--- src/rtl/gpu_bg_pkg.sv ---
`default_nettype none
// ============================================================================
//  Module   : gpu_bg_pkg
//  Purpose  : Shared constants and types for the GPU background-block
//             sequencer: bus widths, FSM state encoding and block-step codes.
//  Revision : 1.0 - initial release
// ============================================================================
package gpu_bg_pkg;

  // {scrY[8:0], scrX[9:4]} block address
  localparam int ADR_W = 15;
  // 16 pixels x 16 bit
  localparam int BLK_W = 256;
  // one bit per pixel
  localparam int MSK_W = 16;

  typedef enum logic [2:0] {
    IDLE      = 3'd0,
    SAVE      = 3'd1,
    LOAD      = 3'd2,
    LOAD_WAIT = 3'd3,
    IMPORT    = 3'd4,
    DONE      = 3'd5
  } state_t;

  // Any other step code (1x) means a previous block exists and must be saved.
  localparam logic [1:0] STEP_NONE  = 2'b00;
  localparam logic [1:0] STEP_FIRST = 2'b01;

endpackage
`default_nettype wire

--- src/rtl/gpu_bg_block_sequencer.sv ---
`default_nettype none
// ============================================================================
//  Module   : gpu_bg_block_sequencer
//  Purpose  : Sequences BG block traffic for the pixel backend: write-back of
//             the finished block, fetch of the next one, one-cycle import and
//             one-cycle new-block reset. Owns the only BG memory port.
//  Ports    : clk / i_rst (async, active-high)
//             backend in : i_blockStep, i_writePixelOnNewBlock, i_noblend,
//                          i_missTC, i_loadAdr, i_saveAdr, i_bgBlock, i_bgMask
//             backend out: o_pausePipeline, o_resetPixelOnNewBlock,
//                          o_importBGBlock, o_importedBGBlock
//             memory     : o_memReq, o_memWrite, o_memAdr, o_memWrData,
//                          o_memWrMask, i_memAck, i_memRdValid, i_memRdData
//             status     : o_protoErr (sticky)
//  Options  : GPU_BG_SKIP_EMPTY_SAVE_EN - skip the write-back of a block whose
//             written-pixel mask is all zero.
//  Revision : 1.0 - initial release
// ============================================================================
module gpu_bg_block_sequencer #(
  parameter int ADR_W = gpu_bg_pkg::ADR_W,
  parameter int BLK_W = gpu_bg_pkg::BLK_W,
  parameter int MSK_W = gpu_bg_pkg::MSK_W
) (
  input  logic             clk,
  input  logic             i_rst,
  input  logic [1:0]       i_blockStep,
  input  logic             i_writePixelOnNewBlock,
  input  logic             i_noblend,
  input  logic             i_missTC,
  input  logic [ADR_W-1:0] i_loadAdr,
  input  logic [ADR_W-1:0] i_saveAdr,
  input  logic [BLK_W-1:0] i_bgBlock,
  input  logic [MSK_W-1:0] i_bgMask,
  output logic             o_pausePipeline,
  output logic             o_resetPixelOnNewBlock,
  output logic             o_importBGBlock,
  output logic [BLK_W-1:0] o_importedBGBlock,
  output logic             o_memReq,
  output logic             o_memWrite,
  output logic [ADR_W-1:0] o_memAdr,
  output logic [BLK_W-1:0] o_memWrData,
  output logic [MSK_W-1:0] o_memWrMask,
  input  logic             i_memAck,
  input  logic             i_memRdValid,
  input  logic [BLK_W-1:0] i_memRdData,
  output logic             o_protoErr
);
  import gpu_bg_pkg::*;

  state_t             state_q, state_d;
  logic               noblend_q;
  logic [ADR_W-1:0]   loadAdr_q;
  logic [ADR_W-1:0]   saveAdr_q;
  logic [BLK_W-1:0]   blk_q;
  logic [MSK_W-1:0]   mask_q;
  logic [BLK_W-1:0]   imp_q;
  logic               protoErr_q;

  logic               w_stepLater;
  logic               w_doSave;
  logic               w_trigger;
  logic               w_capture;
  logic               w_err;

  // Step 1x: a previous block exists in the backend and must be written back.
  assign w_stepLater = (i_blockStep != STEP_NONE) && (i_blockStep != STEP_FIRST);

`ifdef GPU_BG_SKIP_EMPTY_SAVE_EN
  assign w_doSave = w_stepLater && (i_bgMask != '0);
`else
  assign w_doSave = w_stepLater;
`endif

  assign w_trigger = (state_q == IDLE) && i_writePixelOnNewBlock;

  // Read data is accepted in LOAD only together with the ack; otherwise in LOAD_WAIT.
  assign w_capture = i_memRdValid &&
                     (((state_q == LOAD) && i_memAck) || (state_q == LOAD_WAIT));

  assign w_err = (i_memRdValid && (state_q != LOAD) && (state_q != LOAD_WAIT)) ||
                 (i_memAck && !o_memReq);

  // Combinational so the pixel in the trigger cycle is already held back.
  assign o_pausePipeline   = (state_q != IDLE) || i_writePixelOnNewBlock || i_missTC;
  assign o_importedBGBlock = imp_q;
  assign o_protoErr        = protoErr_q;

  always_ff @(posedge clk or posedge i_rst) begin
    if (i_rst) begin
      state_q    <= IDLE;
      noblend_q  <= 1'b0;
      loadAdr_q  <= '0;
      saveAdr_q  <= '0;
      blk_q      <= '0;
      mask_q     <= '0;
      imp_q      <= '0;
      protoErr_q <= 1'b0;
    end else begin
      state_q <= state_d;
      if (w_trigger) begin
        noblend_q <= i_noblend;
        loadAdr_q <= i_loadAdr;
        saveAdr_q <= i_saveAdr;
        blk_q     <= i_bgBlock;
        mask_q    <= i_bgMask;
      end
      if (w_capture) begin
        imp_q <= i_memRdData;
      end
      if (w_err) begin
        protoErr_q <= 1'b1;
      end
    end
  end

  always_comb begin
    state_d                = state_q;
    o_memReq               = 1'b0;
    o_memWrite             = 1'b0;
    o_memAdr               = '0;
    o_memWrData            = '0;
    o_memWrMask            = '0;
    o_importBGBlock        = 1'b0;
    o_resetPixelOnNewBlock = 1'b0;
    case (state_q)
      IDLE: begin
        if (i_writePixelOnNewBlock) begin
          if (w_doSave) begin
            state_d = SAVE;
          end else if (!i_noblend) begin
            state_d = LOAD;
          end else begin
            state_d = DONE;
          end
        end
      end
      SAVE: begin
        o_memReq    = 1'b1;
        o_memWrite  = 1'b1;
        o_memAdr    = saveAdr_q;
        o_memWrData = blk_q;
        o_memWrMask = mask_q;
        if (i_memAck) begin
          state_d = noblend_q ? DONE : LOAD;
        end
      end
      LOAD: begin
        o_memReq = 1'b1;
        o_memAdr = loadAdr_q;
        if (i_memAck) begin
          state_d = i_memRdValid ? IMPORT : LOAD_WAIT;
        end
      end
      LOAD_WAIT: begin
        if (i_memRdValid) begin
          state_d = IMPORT;
        end
      end
      IMPORT: begin
        o_importBGBlock = 1'b1;
        state_d         = DONE;
      end
      DONE: begin
        o_resetPixelOnNewBlock = 1'b1;
        state_d                = IDLE;
      end
      default: begin
        state_d = IDLE;
      end
    endcase
  end

endmodule
`default_nettype wire
--- config.mk ---
export PLATFORM = sky130hd
export DESIGN_NAME = gpu_bg_block_sequencer
export DESIGN_NICKNAME = d
export VERILOG_FILES = /design/src/rtl/gpu_bg_pkg.sv /design/src/rtl/gpu_bg_block_sequencer.sv
export SDC_FILE = /design/constraint.sdc
export NUM_CORES = 1
export LEC_CHECK = 0
export ABC_AREA = 1
export ABC_CLOCK_PERIOD_IN_PS = 20700
export BUFFER_PORTS_ARGS = -buffer_cell sky130_fd_sc_hd__buf_2
export CORE_AREA = 10 10 427 429
export DETAILED_ROUTE_END_ITERATION = 10
export DIE_AREA = 0 0 437 439
export PLACE_DENSITY = 0.34
export SYNTH_ARGS = -nofsm -noshare
export SYNTH_HDL_FRONTEND = slang
export SYNTH_SLANG_ARGS = --single-unit
--- constraint.sdc ---
create_clock -name clk -period 20.7 [get_ports clk]
set_clock_uncertainty 0.2 [all_clocks]
set_input_delay 6.21 -clock clk [delete_from_list [all_inputs] [get_ports clk]]
set_output_delay 6.21 -clock clk [all_outputs]
set_load 0.01 [all_outputs]
# Word level (Yosys, flattened, before mapping)
# Cells that the tools add are included.
[op_classes] n_reduce_logical=17 n_eq_ne=12 n_mux=16
[ops] operator="two-way mux 256 bit" count=1
[ops] operator="one-hot mux 15 bit (2 select lines)" count=1
[ops] operator="two-way mux 3 bit" count=8
[ops] operator="two-way mux 16 bit" count=1
[ops] operator="one-hot mux 3 bit (5 select lines)" count=1
[ops] operator="inequality test 2 bit (second input constant)" count=4
[ops] operator="logical AND 1 bit" count=7
[ops] operator="== test 3 x 2 -> 1 bit (second input constant)" count=2
[ops] operator="== test 3 bit (second input constant)" count=2
[ops] operator="inequality test 3 x 2 -> 1 bit (second input constant)" count=2
[ops] operator="logical OR 1 bit" count=4
[ops] operator="two-way mux 1 bit" count=4
[ops] operator="AND reduction 4 bit" count=1
[ops] operator="== test 3 x 1 -> 1 bit (second input constant)" count=1
[ops] operator="zero test 3 bit" count=1
[ops] operator="nonzero test 3 bit" count=1
[ops] operator="inequality test 2 x 1 -> 1 bit (second input constant)" count=1
[ops] operator="nonzero test 2 bit" count=1
[ops] operator="OR reduction 2 bit" count=1
[ops] operator="zero test 1 bit" count=1
[totals] input_bits=567 ff_bits=563 wordCells=53

# Longest topological paths before layout
# Gate-level depths: netlist of run 1.
[depth] word_depth=6 ltp_mapped=9 depth_no_buf=8

# Least setup slack after synthesis of run 1
# OpenSTA, ideal clock, no wires.
[synth_timing] kind="input -> output" start="input port i_writePixelOnNewBlock" end="output port o_pausePipeline" path_stages=3 required_ps=14290 slack_ps=7649 arrival_time_ps=6641 path_cell_list="inv_1 > nand3_1 > or2_2"
[synth_between] elab_chain_len=2
[synth_lines] element="from (decl)" line_no="gpu_bg_block_sequencer.sv:27" source="input logic i_writePixelOnNewBlock,"
[synth_lines] element="logical OR 1 bit (2 in series)" line_no="gpu_bg_block_sequencer.sv:84" source="assign o_pausePipeline = (state_q != IDLE) || i_writePixelOnNewBlock || i_missTC;"
[synth_lines] element="to (decl)" line_no="gpu_bg_block_sequencer.sv:34" source="output logic o_pausePipeline,"
# No other way between the ends.

# Worst setup path in the final report of run 1
# Ends and elaborated chain as after synthesis.

==> metrics.yaml, run 1 <==
timing:
  hold_viol_final: 0
  period_share_pct: 65.19
  finalCriticalPeriod_ns: 13.49
  fin_ws_ns: 7.205
  setup_tns_ns: 0
  drv_slew: 0
  max_freq_mhz: 74.10
  rsz0062_at_grt: "false"
  relSlewSlack_pct: 28.14
  worst-slew-pin-transition_ns: 1.078
  setup_violations: 0
power:
  internal-power_mw: 3.114
  power_frac_comb_pct: 41.0
  clkPwrFrac_pct: 25.4
  p_switching_mw: 2.303
  power.leakage_nw: 19.36
  ir_worst_vdd_uv: 86.92
  p_per_area_nw_per_um2: 159.5
  swShare_pct: 42.52
  total_power_mw: 5.417
  seq_power_share_pct: 33.6
placement:
  dp_hpwl_mm: 112.0
  numPortBuffers: 1114
  placedInstanceArea_sq_um: 31360
  pre_cts_ws_ns: 7.163
  gp_congestion: 0.8372
grt:
  grt_remaining_overflow: 0
  met3_usage_pct: 5.836
  grt_busiest_layer: "met2"
  grtUsageMet1_pct: 15.47
  grt_max_degree: 219
  grt_use_total_pct: 13.79
  grt_pass1_wl_mm: 186.7
  use_met2_pct: 24.12
  first_global_vias: 22100
  antenna_found_initial: 113
cells_and_area:
  nets: 4399
  fin_util_pct: 19.58
  final_area_sq_um: 33960
  area_delta_synth_final_pct: 43.71
  drive_gt1_share_pct: 33.13
routing:
  drtAntennaViolNets: 0
  routed_wl_mm: 138.6
  drc: 0
  via_count: 22020
  firstDrtPassIters: 5
  initialDrtViolationCount: 1171
  via_per_inst: 3.534
  routedWlPerCell_um: 22.24
synthesis:
  synth-adder-area-share_pct: 0
  yosysTopAreaCellShare_pct: 59.62
  yosys.area.top_type: "dfrtp_1"
  synthMuxAreaShare_pct: 0
  syn-num-nets: 3341
  synth_area_leaders: "dfrtp_1 60%, inv_1 9.0%, nor2_1 8.8%, o21ai_1 5.4%, a21oi_1 5.4%"
  ys_types: 22
  synth.ff_latch_count: 563
  synth_area_sq_um: 23630
  synth_top_family_by_area: "simple AND/OR/NAND/NOR gates"
  synth_compound_area_share_pct: 12.31
  avgSynthCellArea_sq_um: 8.518
  syn_inst: 2774
  synthXorXnorAreaFrac_pct: 0
  synth-simple-area-share_pct: 14.83
  yosysSeqAreaShare_pct: 59.62
  yosys_warnings: 0
worst_hold_path:
  hp-start: "o_importedBGBlock[221]"
  hp-class: "reg2reg"
cts:
  cts.sinks: 563
  ctsHoldBuffers: 0
  htreeDepth: 3
  cts_buffer_depth: 3
  cts.repair.resized: 0
  numCtsBuffers: 80
  cts.clk_slew.worst_paths_ns: 0.05
  cts_setup_buffers: 0
  cts_tree: "yes"
  clkLatencyLatePin_ns: 0.68
  cts_root_buf: "clkbuf_16"
outcome:
  status: "finished clean"
critical_path:
  crit_start: "i_writePixelOnNewBlock"
  crit_arrival_ns: 7.08
  worst_ep_required_time_ns: 14.29
  worst_setup_path_end_kind: "output pin"
  cp_max_fo: 3
  r2r_start: "state_q[0]"
  start_kind: "input port"
  path_class: "in2out"
floorplan:
  core-area_sq_um: 173400
  die_w_um: 437
  die_area_sq_um: 191800
  num_io_pins: 1116
  die_h_um: 439
  num_rows: 153
  start_util_pct: 13.62
job:
  maxCapViolations: 0
synthesized netlist by cell type (all sizes together):
cell type / instances
inv: 572
dfrtp: 563
nor2: 553
nand2: 335
o21ai: 289
a21oi: 273
buf: 136
clkbuf: 23
nand3: 23
nand4: 2
nor3: 2
and2: 1
o211ai: 1
or2: 1
path summary, 6_finish.rpt:
path                                           to  cells past startpoint  slack, ns
setup / recovery                  o_pausePipeline                      5       7.21
max in group asynchronous            loadAdr_q[7]                      6      11.31
hold / removal             o_importedBGBlock[221]                      2       0.28
min in group asynchronous  o_importedBGBlock[113]                      2       5.45
hold reg to reg            o_importedBGBlock[221]                      2       0.28
setup reg to reg            o_importedBGBlock[65]                      6      16.32
cell families (layout without fill, tap and decap cells):
group,count (synthesis),after routing
AOI/OAI and AO/OA,563,563
buffers and inverters,731,1848
DFF,563,563
other,0,14
and+or+nand+nor,917,917
cell usage in the layout, fill, tap and decap left out:
cell type   count
dfrtp_1       563
clkbuf_16      81
inv_1         568
nor3_1          2
nor2_4          2
inv_6           2
nand2_1       335
clkinv_8        2
clkbuf_1       17
inv_16          2
buf_2        1114
o21ai_0        33
bufinv_16       2
diode_2        14
inv_2           3
clkinvlp_4      3
o21ai_1       256
nand4_1         2
buf_4          17
clkinv_2       16
or2_2           1
a21oi_2        20
clkinv_4        2
clkbuf_8       15
nor2_1        551
nand3_4         2
o211ai_4        1
a21oi_1       253
nand3_1        21
buf_12          4
and2_1          1
area by class of cell:
| class | count | area [sq um] |
|---|---|---|
| Antenna cell | 14 | 35.03 |
| Clock buffer | 113 | 2297 |
| Clock inverter | 28 | 262.8 |
| Fill cell | 20040 | 139500 |
| Inverter | 572 | 2151 |
| Multi-Input combinational cell | 1480 | 6432 |
| Sequential cell | 563 | 14090 |
| Tap cell | 2325 | 2909 |
| Timing Repair Buffer | 1135 | 5783 |
power groups by stage:
stage                     Clock [mW]  Combinational, mW  Sequential, mW
after floorplan                    0               1.09            1.91
after global placement             0               2.29            1.83
after detailed placement           0               2.30            1.84
after CTS                       1.45               2.31            1.82
after global routing            1.49               2.51            1.88
final                           1.38               2.22            1.82
metal layers:
| layer | vias to the layer above | share of wire, % |
|---|---|---|
| li1 | 10470 | - |
| met1 | 10440 | 38 |
| met2 | 787 | 50 |
| met3 | 312 | 9.2 |
| met4 | 4 | 2.9 |
| met5 | - | 0.019 |
worst max-delay path, cell delays in order:
cell,delay (ns)
buf_2,0.12
inv_1,0.05
nand3_1,0.11
or2_2,0.37
buf_2,0.21
state kept, by name, indices dropped and copies added, names as in the netlist:
register / count
noblend_q: 1
loadAdr_q: 15
o_protoErr: 1
blk_q: 256
saveAdr_q: 15
mask_q: 16
state_q: 3
o_importedBGBlock: 256
through the flow:
stage	cells	hold slack [ns]
after floorplan	2774	0.2537
after CTS	6216	0.2820
after detailed placement	6075	0.2694
final	6230	0.2795
after global routing	6220	0.3023
after global placement	6075	0.2661
Power figures use the tool's default switching activity.
==> run 2, diff against run 1 <==
--- a/config.mk
+++ b/config.mk
@@ -6,12 +6,12 @@
 export NUM_CORES = 1
 export LEC_CHECK = 0
 export ABC_AREA = 1
-export ABC_CLOCK_PERIOD_IN_PS = 20700
+export ABC_CLOCK_PERIOD_IN_PS = 13700
 export BUFFER_PORTS_ARGS = -buffer_cell sky130_fd_sc_hd__buf_2
-export CORE_AREA = 10 10 427 429
+export CORE_AREA = 10 10 425 427
 export DETAILED_ROUTE_END_ITERATION = 10
-export DIE_AREA = 0 0 437 439
-export PLACE_DENSITY = 0.34
+export DIE_AREA = 0 0 435 437
+export PLACE_DENSITY = 0.33
 export SYNTH_ARGS = -nofsm -noshare
 export SYNTH_HDL_FRONTEND = slang
 export SYNTH_SLANG_ARGS = --single-unit
==> constraint.sdc (replaced) <==
create_clock -name clk -period 13.7 [get_ports clk]
set_clock_uncertainty 0.2 [all_clocks]
set_input_delay 4.11 -clock clk [delete_from_list [all_inputs] [get_ports clk]]
set_output_delay 4.11 -clock clk [all_outputs]
set_load 0.01 [all_outputs]
==> metrics.yaml, run 2 (synthesis gave the netlist of run 1 again) <==
cts:
  clkLatencyLatePin_ns: 0.65  # -0.03 ns
  htreeDepth: 3  # unchanged
  cts_tree: "yes"
  cts_setup_buffers: 0  # unchanged
  ctsHoldBuffers: 0  # unchanged
  cts_root_buf: "clkbuf_16"
  cts.sinks: 563  # unchanged
  cts.repair.resized: 0  # unchanged
  cts.clk_slew.worst_paths_ns: 0.05  # about the same
  cts_buffer_depth: 3  # unchanged
  numCtsBuffers: 80  # unchanged
placement:
  placedInstanceArea_sq_um: 31360  # about the same
  dp_hpwl_mm: 116.7  # +4.2%
  gp_congestion: 0.8736  # +4.3%
  numPortBuffers: 1114  # unchanged
grt:
  first_global_vias: 22210  # +0.51%
  grt_pass1_wl_mm: 193.2  # +3.5%
  grt_max_degree: 196  # -11%
  grt_remaining_overflow: 0  # unchanged
  antenna_found_initial: 127  # +12%
  grt_use_total_pct: 14.48  # +0.69 points
timing:
  whs_ns: 0.2790  # -0.0005730 ns
  finalCriticalPeriod_ns: 9.460
  worst-slew-pin-transition_ns: 1.131  # +0.05295 ns
  setup_tns_ns: 0  # unchanged
  max_freq_mhz: 105.7
  setup_violations: 0  # unchanged
  drv_slew: 0  # unchanged
  period_share_pct: 69.05
  hold_viol_final: 0  # unchanged
  relSlewSlack_pct: 24.61  # -3.5 points
  rsz0062_at_grt: "false"
critical_path:
  worst_setup_path_end_kind: "output pin"
  critPathSlowestCell: "or2_2"
  crit_arrival_ns: 5.15  # -1.93 ns
  start_kind: "input port"
  crit_top_cell: "buf_2"
  worst_ep_required_time_ns: 9.39  # -4.90 ns
  cp_cell_sequence: "buf_2, inv_1, nand3_1, or2_2, buf_2"
  cp_max_fo: 3  # unchanged
  rr_worst_depth: 6  # unchanged
  crit_path_max_incr_delay_ns: 0.43  # +0.06 ns
  path_class: "in2out"
job:
  maxCapViolations: 0  # unchanged
routing:
  initialDrtViolationCount: 1136  # -3.0%
  routedWlPerCell_um: 23.09  # +3.8%
  firstDrtPassIters: 5  # unchanged
  via_count: 22060  # +0.21%
  routed_wl_mm: 143.3  # +3.4%
  drtAntennaViolNets: 0  # unchanged
  via_per_inst: 3.556  # +0.61%
  drc: 0  # unchanged
floorplan:
  die_area_sq_um: 190100  # -0.91%
  die_h_um: 437  # -0.46%
  die_w_um: 435  # -0.46%
  num_rows: 152  # -0.65%
  start_util_pct: 13.79  # +0.17 points
  core-area_sq_um: 171400  # -1.2%
  num_io_pins: 1116  # unchanged
worst_hold_path:
  holdPathStages: 2  # unchanged
  hp-class: "reg2reg"
cells_and_area:
  nets: 4401  # +0.045%
  area_delta_synth_final_pct: 43.11
  layout_commonest_cell: "buf_2"
  drive_gt1_share_pct: 32.85  # -0.28 points
  final_area_sq_um: 33820  # -0.42%
  layout_common_cells: "1114 x buf_2, 568 x inv_1, 563 x dfrtp_1"
power:
  p_per_area_nw_per_um2: 240.5  # +51%
  power.leakage_nw: 19.28  # -0.40%
  ir_worst_vdd_uv: 136.1  # +57%
outcome:
  status: "finished clean"
-- run 2: cell count changes in the layout (fill, tap and decap cells not counted) --
| cell | before | now |
|---|---|---|
| inv_16 | 2 | 0 |
| clkbuf_8 | 15 | 11 |
| clkinv_4 | 2 | 1 |
| inv_6 | 2 | 1 |
| buf_4 | 17 | 19 |
| clkinv_2 | 16 | 8 |
| clkbuf_1 | 17 | 21 |
-- run 2: final timing paths --
path                                           to                    from  slack, ns
min                        o_importedBGBlock[225]  o_importedBGBlock[225]       0.28
max reg2reg                            blk_q[232]              state_q[0]      10.39
min reg2reg                o_importedBGBlock[225]  o_importedBGBlock[225]       0.28
min in group asynchronous  o_importedBGBlock[119]                   i_rst       3.43
max                               o_pausePipeline  i_writePixelOnNewBlock       4.24
max in group asynchronous              blk_q[205]                   i_rst       7.69
-- run 2: per-stage QoR --
step | instances | setup WS [ns] | total power [mW] | utilization [%]
floorplan | 2774 | 1.724 | 4.536 | -
global placement | 6062 | 4.239 | 6.234 | 18.30
detailed placement | 6062 | 4.241 | 6.257 | 18.30
CTS | 6191 | 4.235 | 8.357 | 19.71
global route | 6197 | 4.188 | 8.796 | 19.72
finish | 6205 | 4.240 | 8.133 | 19.74
-- run 2: worst max-delay path: cells and delay by family --
kind | cells | cell delay (ns)
buffers and inverters | 3 | 0.37
and+or+nand+nor | 2 | 0.67
-- run 2: cell type report --
cell class / count / area [sq um]
antenna: 14 / 35.03
clock buffer: 113 / 2257
clock inverter: 16 / 165.2
fill: 19670 / 137500
inverter: 572 / 2151
multi-input combinational: 1480 / 6432
sequential: 563 / 14090
tap: 2310 / 2890
timing repair buffer: 1137 / 5798
-- run 2: metal layers --
| layer | vias to the layer above | global-route usage [%] | wire (um) |
|---|---|---|---|
| li1 | 10450 | - | - |
| met1 | 10500 | 16.60 | 56440 |
| met2 | 774 | 25.38 | 70810 |
| met3 | 331 | 5.786 | 12240 |
| met4 | 6 | 2.865 | 3766 |
| met5 | - | 0 | 42 |
-- run 2: power breakdown --
| part | internal, mW | total (mW) | switching [mW] |
|---|---|---|---|
| sequential | 2.43 | 2.75 | 0.321 |
| clock | 1.17 | 2.01 | 0.838 |
| combinational | 1.07 | 3.37 | 2.30 |
==> run 3, diff against run 2 <==
--- a/config.mk
+++ b/config.mk
@@ -6,12 +6,12 @@
 export NUM_CORES = 1
 export LEC_CHECK = 0
 export ABC_AREA = 1
-export ABC_CLOCK_PERIOD_IN_PS = 13700
+export ABC_CLOCK_PERIOD_IN_PS = 7590
 export BUFFER_PORTS_ARGS = -buffer_cell sky130_fd_sc_hd__buf_2
-export CORE_AREA = 10 10 425 427
+export CORE_AREA = 10 10 427 429
 export DETAILED_ROUTE_END_ITERATION = 10
-export DIE_AREA = 0 0 435 437
-export PLACE_DENSITY = 0.33
+export DIE_AREA = 0 0 437 439
+export PLACE_DENSITY = 0.34
 export SYNTH_ARGS = -nofsm -noshare
 export SYNTH_HDL_FRONTEND = slang
 export SYNTH_SLANG_ARGS = --single-unit
==> constraint.sdc (replaced) <==
create_clock -name clk -period 7.59 [get_ports clk]
set_clock_uncertainty 0.2 [all_clocks]
set_input_delay 2.277 -clock clk [delete_from_list [all_inputs] [get_ports clk]]
set_output_delay 2.277 -clock clk [all_outputs]
set_load 0.01 [all_outputs]
==> metrics.yaml, run 3 (synthesis gave the netlist of run 1 again) <==
outcome:
  status: "finished clean"
critical_path:
  r2r-end: "o_importedBGBlock[211]"
  crit_arrival_ns: 3.16  # -1.99 ns
  critPathSlowestCell: "or2_2"
  worst_setup_path_end_kind: "output pin"
  r2r_setup_slack_ns: 4.57  # -5.82 ns
  crit_top_cell: "buf_2"
  crit_family: "simple AND/OR/NAND/NOR gates"
  path_depth: 5  # unchanged
  start_kind: "input port"
  path_buf_inv: 3  # unchanged
  crit_path_max_incr_delay_ns: 0.37  # -0.06 ns
  cp_max_fo: 3  # unchanged
  r2r_start: "state_q[1]"
  path_class: "in2out"
  worst_ep_required_time_ns: 5.11  # -4.28 ns
  rr_worst_depth: 7  # +1
  cp_cell_sequence: "buf_2, inv_1, nand3_1, or2_2, buf_2"
power:
  p_switching_mw: 6.305  # +82%
  power.leakage_nw: 19.48  # +1.0%
  ir_worst_vdd_uv: 210.7  # +55%
  clkPwrFrac_pct: 26.8  # +2.1 points
  swShare_pct: 41.86  # -0.72 points
  power_frac_comb_pct: 40.3  # -1.2 points
  total_power_mw: 15.06  # +85%
  p_per_area_nw_per_um2: 439.3  # +83%
  internal-power_mw: 8.758  # +88%
  seq_power_share_pct: 32.9  # -0.9 points
cts:
  htreeDepth: 3  # unchanged
  cts_setup_buffers: 0  # unchanged
  clkLatencyLatePin_ns: 0.69  # +0.04 ns
  cts_root_buf: "clkbuf_16"
  cts_tree: "yes"
  ctsHoldBuffers: 0  # unchanged
  cts_buffer_depth: 3  # unchanged
  numCtsBuffers: 81  # +1.3%
  cts.sinks: 563  # unchanged
  cts.clk_slew.worst_paths_ns: 0.06  # about the same
  cts.repair.resized: 0  # unchanged
timing:
  setup_tns_ns: 0  # unchanged
  fin_ws_ns: 1.957  # -2.283 ns
  finalCriticalPeriod_ns: 5.633
  drv_slew: 0  # unchanged
  worst-slew-pin-transition_ns: 1.029  # -0.1022 ns
  rsz0062_at_grt: "false"
  setup_violations: 0  # unchanged
  max_freq_mhz: 177.5
  hold_viol_final: 0  # unchanged
  relSlewSlack_pct: 31.42  # +6.8 points
  whs_ns: 0.2791  # +0.0001800 ns
  period_share_pct: 74.22
floorplan:
  die_area_sq_um: 191800  # +0.92%
  die_h_um: 439  # +0.46%
  num_rows: 153  # +0.66%
  die_w_um: 437  # +0.46%
  start_util_pct: 13.62  # -0.17 points
  core-area_sq_um: 173400  # +1.2%
  num_io_pins: 1116  # unchanged
cells_and_area:
  drive_gt1_share_pct: 33.13  # +0.28 points
  final_area_sq_um: 34290  # +1.4%
  fillers: 19920  # +1.3%
  area_delta_synth_final_pct: 45.11
  nets: 4400  # -0.023%
  layout_common_cells: "1114 x buf_2, 568 x inv_1, 563 x dfrtp_1"
  regArea_sq_um: 14090  # unchanged
  layout_commonest_cell: "buf_2"
  multi_input_area_sq_um: 6432  # unchanged
  fin_util_pct: 19.77  # +0.035 points
  layoutNonFillerInstCount: 6249  # +0.71%
grt:
  grt_pass1_wl_mm: 186.5  # -3.5%
  first_global_vias: 22010  # -0.93%
  grt_remaining_overflow: 0  # unchanged
  antenna_found_initial: 116  # -8.7%
  grt_max_degree: 192  # -2.0%
  grt_use_total_pct: 13.82  # -0.66 points
worst_hold_path:
  hp-start: "o_importedBGBlock[226]"
  hold_path_end: "o_importedBGBlock[226]"
  hp-class: "reg2reg"
  holdPathStages: 2  # unchanged
placement:
  placedInstanceArea_sq_um: 31460  # +0.33%
  dpl.cell_count: 6075  # +0.21%
  dp_hpwl_mm: 111.5  # -4.5%
  pre_cts_ws_ns: 1.924  # -2.317 ns
  numPortBuffers: 1114  # unchanged
  gp_congestion: 0.8394  # -3.9%
routing:
  routed_wl_mm: 138.7  # -3.2%
  firstDrtPassIters: 4  # -1
  initialDrtViolationCount: 1241  # +9.2%
  via_count: 22020  # -0.20%
  drc: 0  # unchanged
  via_per_inst: 3.523  # -0.91%
  routedWlPerCell_um: 22.19  # -3.9%
  drtAntennaViolNets: 0  # unchanged
job:
  maxCapViolations: 0  # unchanged
==> run 3: layer usage <==
metal / vias up / part of all wire [%] / global-route usage (%)
met4: 6 / 3.5 / 5.676
met5: - / 0.028 / 0
met2: 751 / 49 / 22.95
met3: 304 / 8.4 / 5.422
met1: 10450 / 39 / 15.81
li1: 10510 / - / -
==> run 3: layout make-up <==
| type | instances | share of cell area [%] |
|---|---|---|
| diodes | 27 | 0.1970 |
| clock buffers | 119 | 6.889 |
| clock inverters | 28 | 1.157 |
| inverters | 572 | 6.272 |
| multi-input cells | 1480 | 18.76 |
| flip-flops and latches | 563 | 41.09 |
| well taps | 2325 | 8.484 |
| repair buffers | 1135 | 17.16 |
==> run 3: tightest hold or removal path, cell delays in order (launching register included) <==
cell and delay (ns):
dfrtp_1 0.33, nand2_1 0.05, o21ai_0 0.06
==> run 3: power groups by stage <==
stage	Combinational [mW]	Sequential [mW]	Clock [mW]
after global placement	6.23	4.98	0
after detailed placement	6.25	5.01	0
after global routing	6.81	5.11	4.33
after floorplan	2.98	5.21	0
final	6.07	4.96	4.04
after CTS	6.27	4.96	4.22
==> run 3: worst max path at each step <==
stage | from | endpoint | slack [ns]
2_1_floorplan | i_rst | blk_q[0] | -2.55
3_3_place_gp | i_writePixelOnNewBlock | o_pausePipeline | 1.92
3_5_place_dp | i_writePixelOnNewBlock | o_pausePipeline | 1.92
4_1_cts | i_writePixelOnNewBlock | o_pausePipeline | 1.92
5_1_grt | state_q[2] | o_memWrMask[11] | 1.84
6_report | i_writePixelOnNewBlock | o_pausePipeline | 1.96
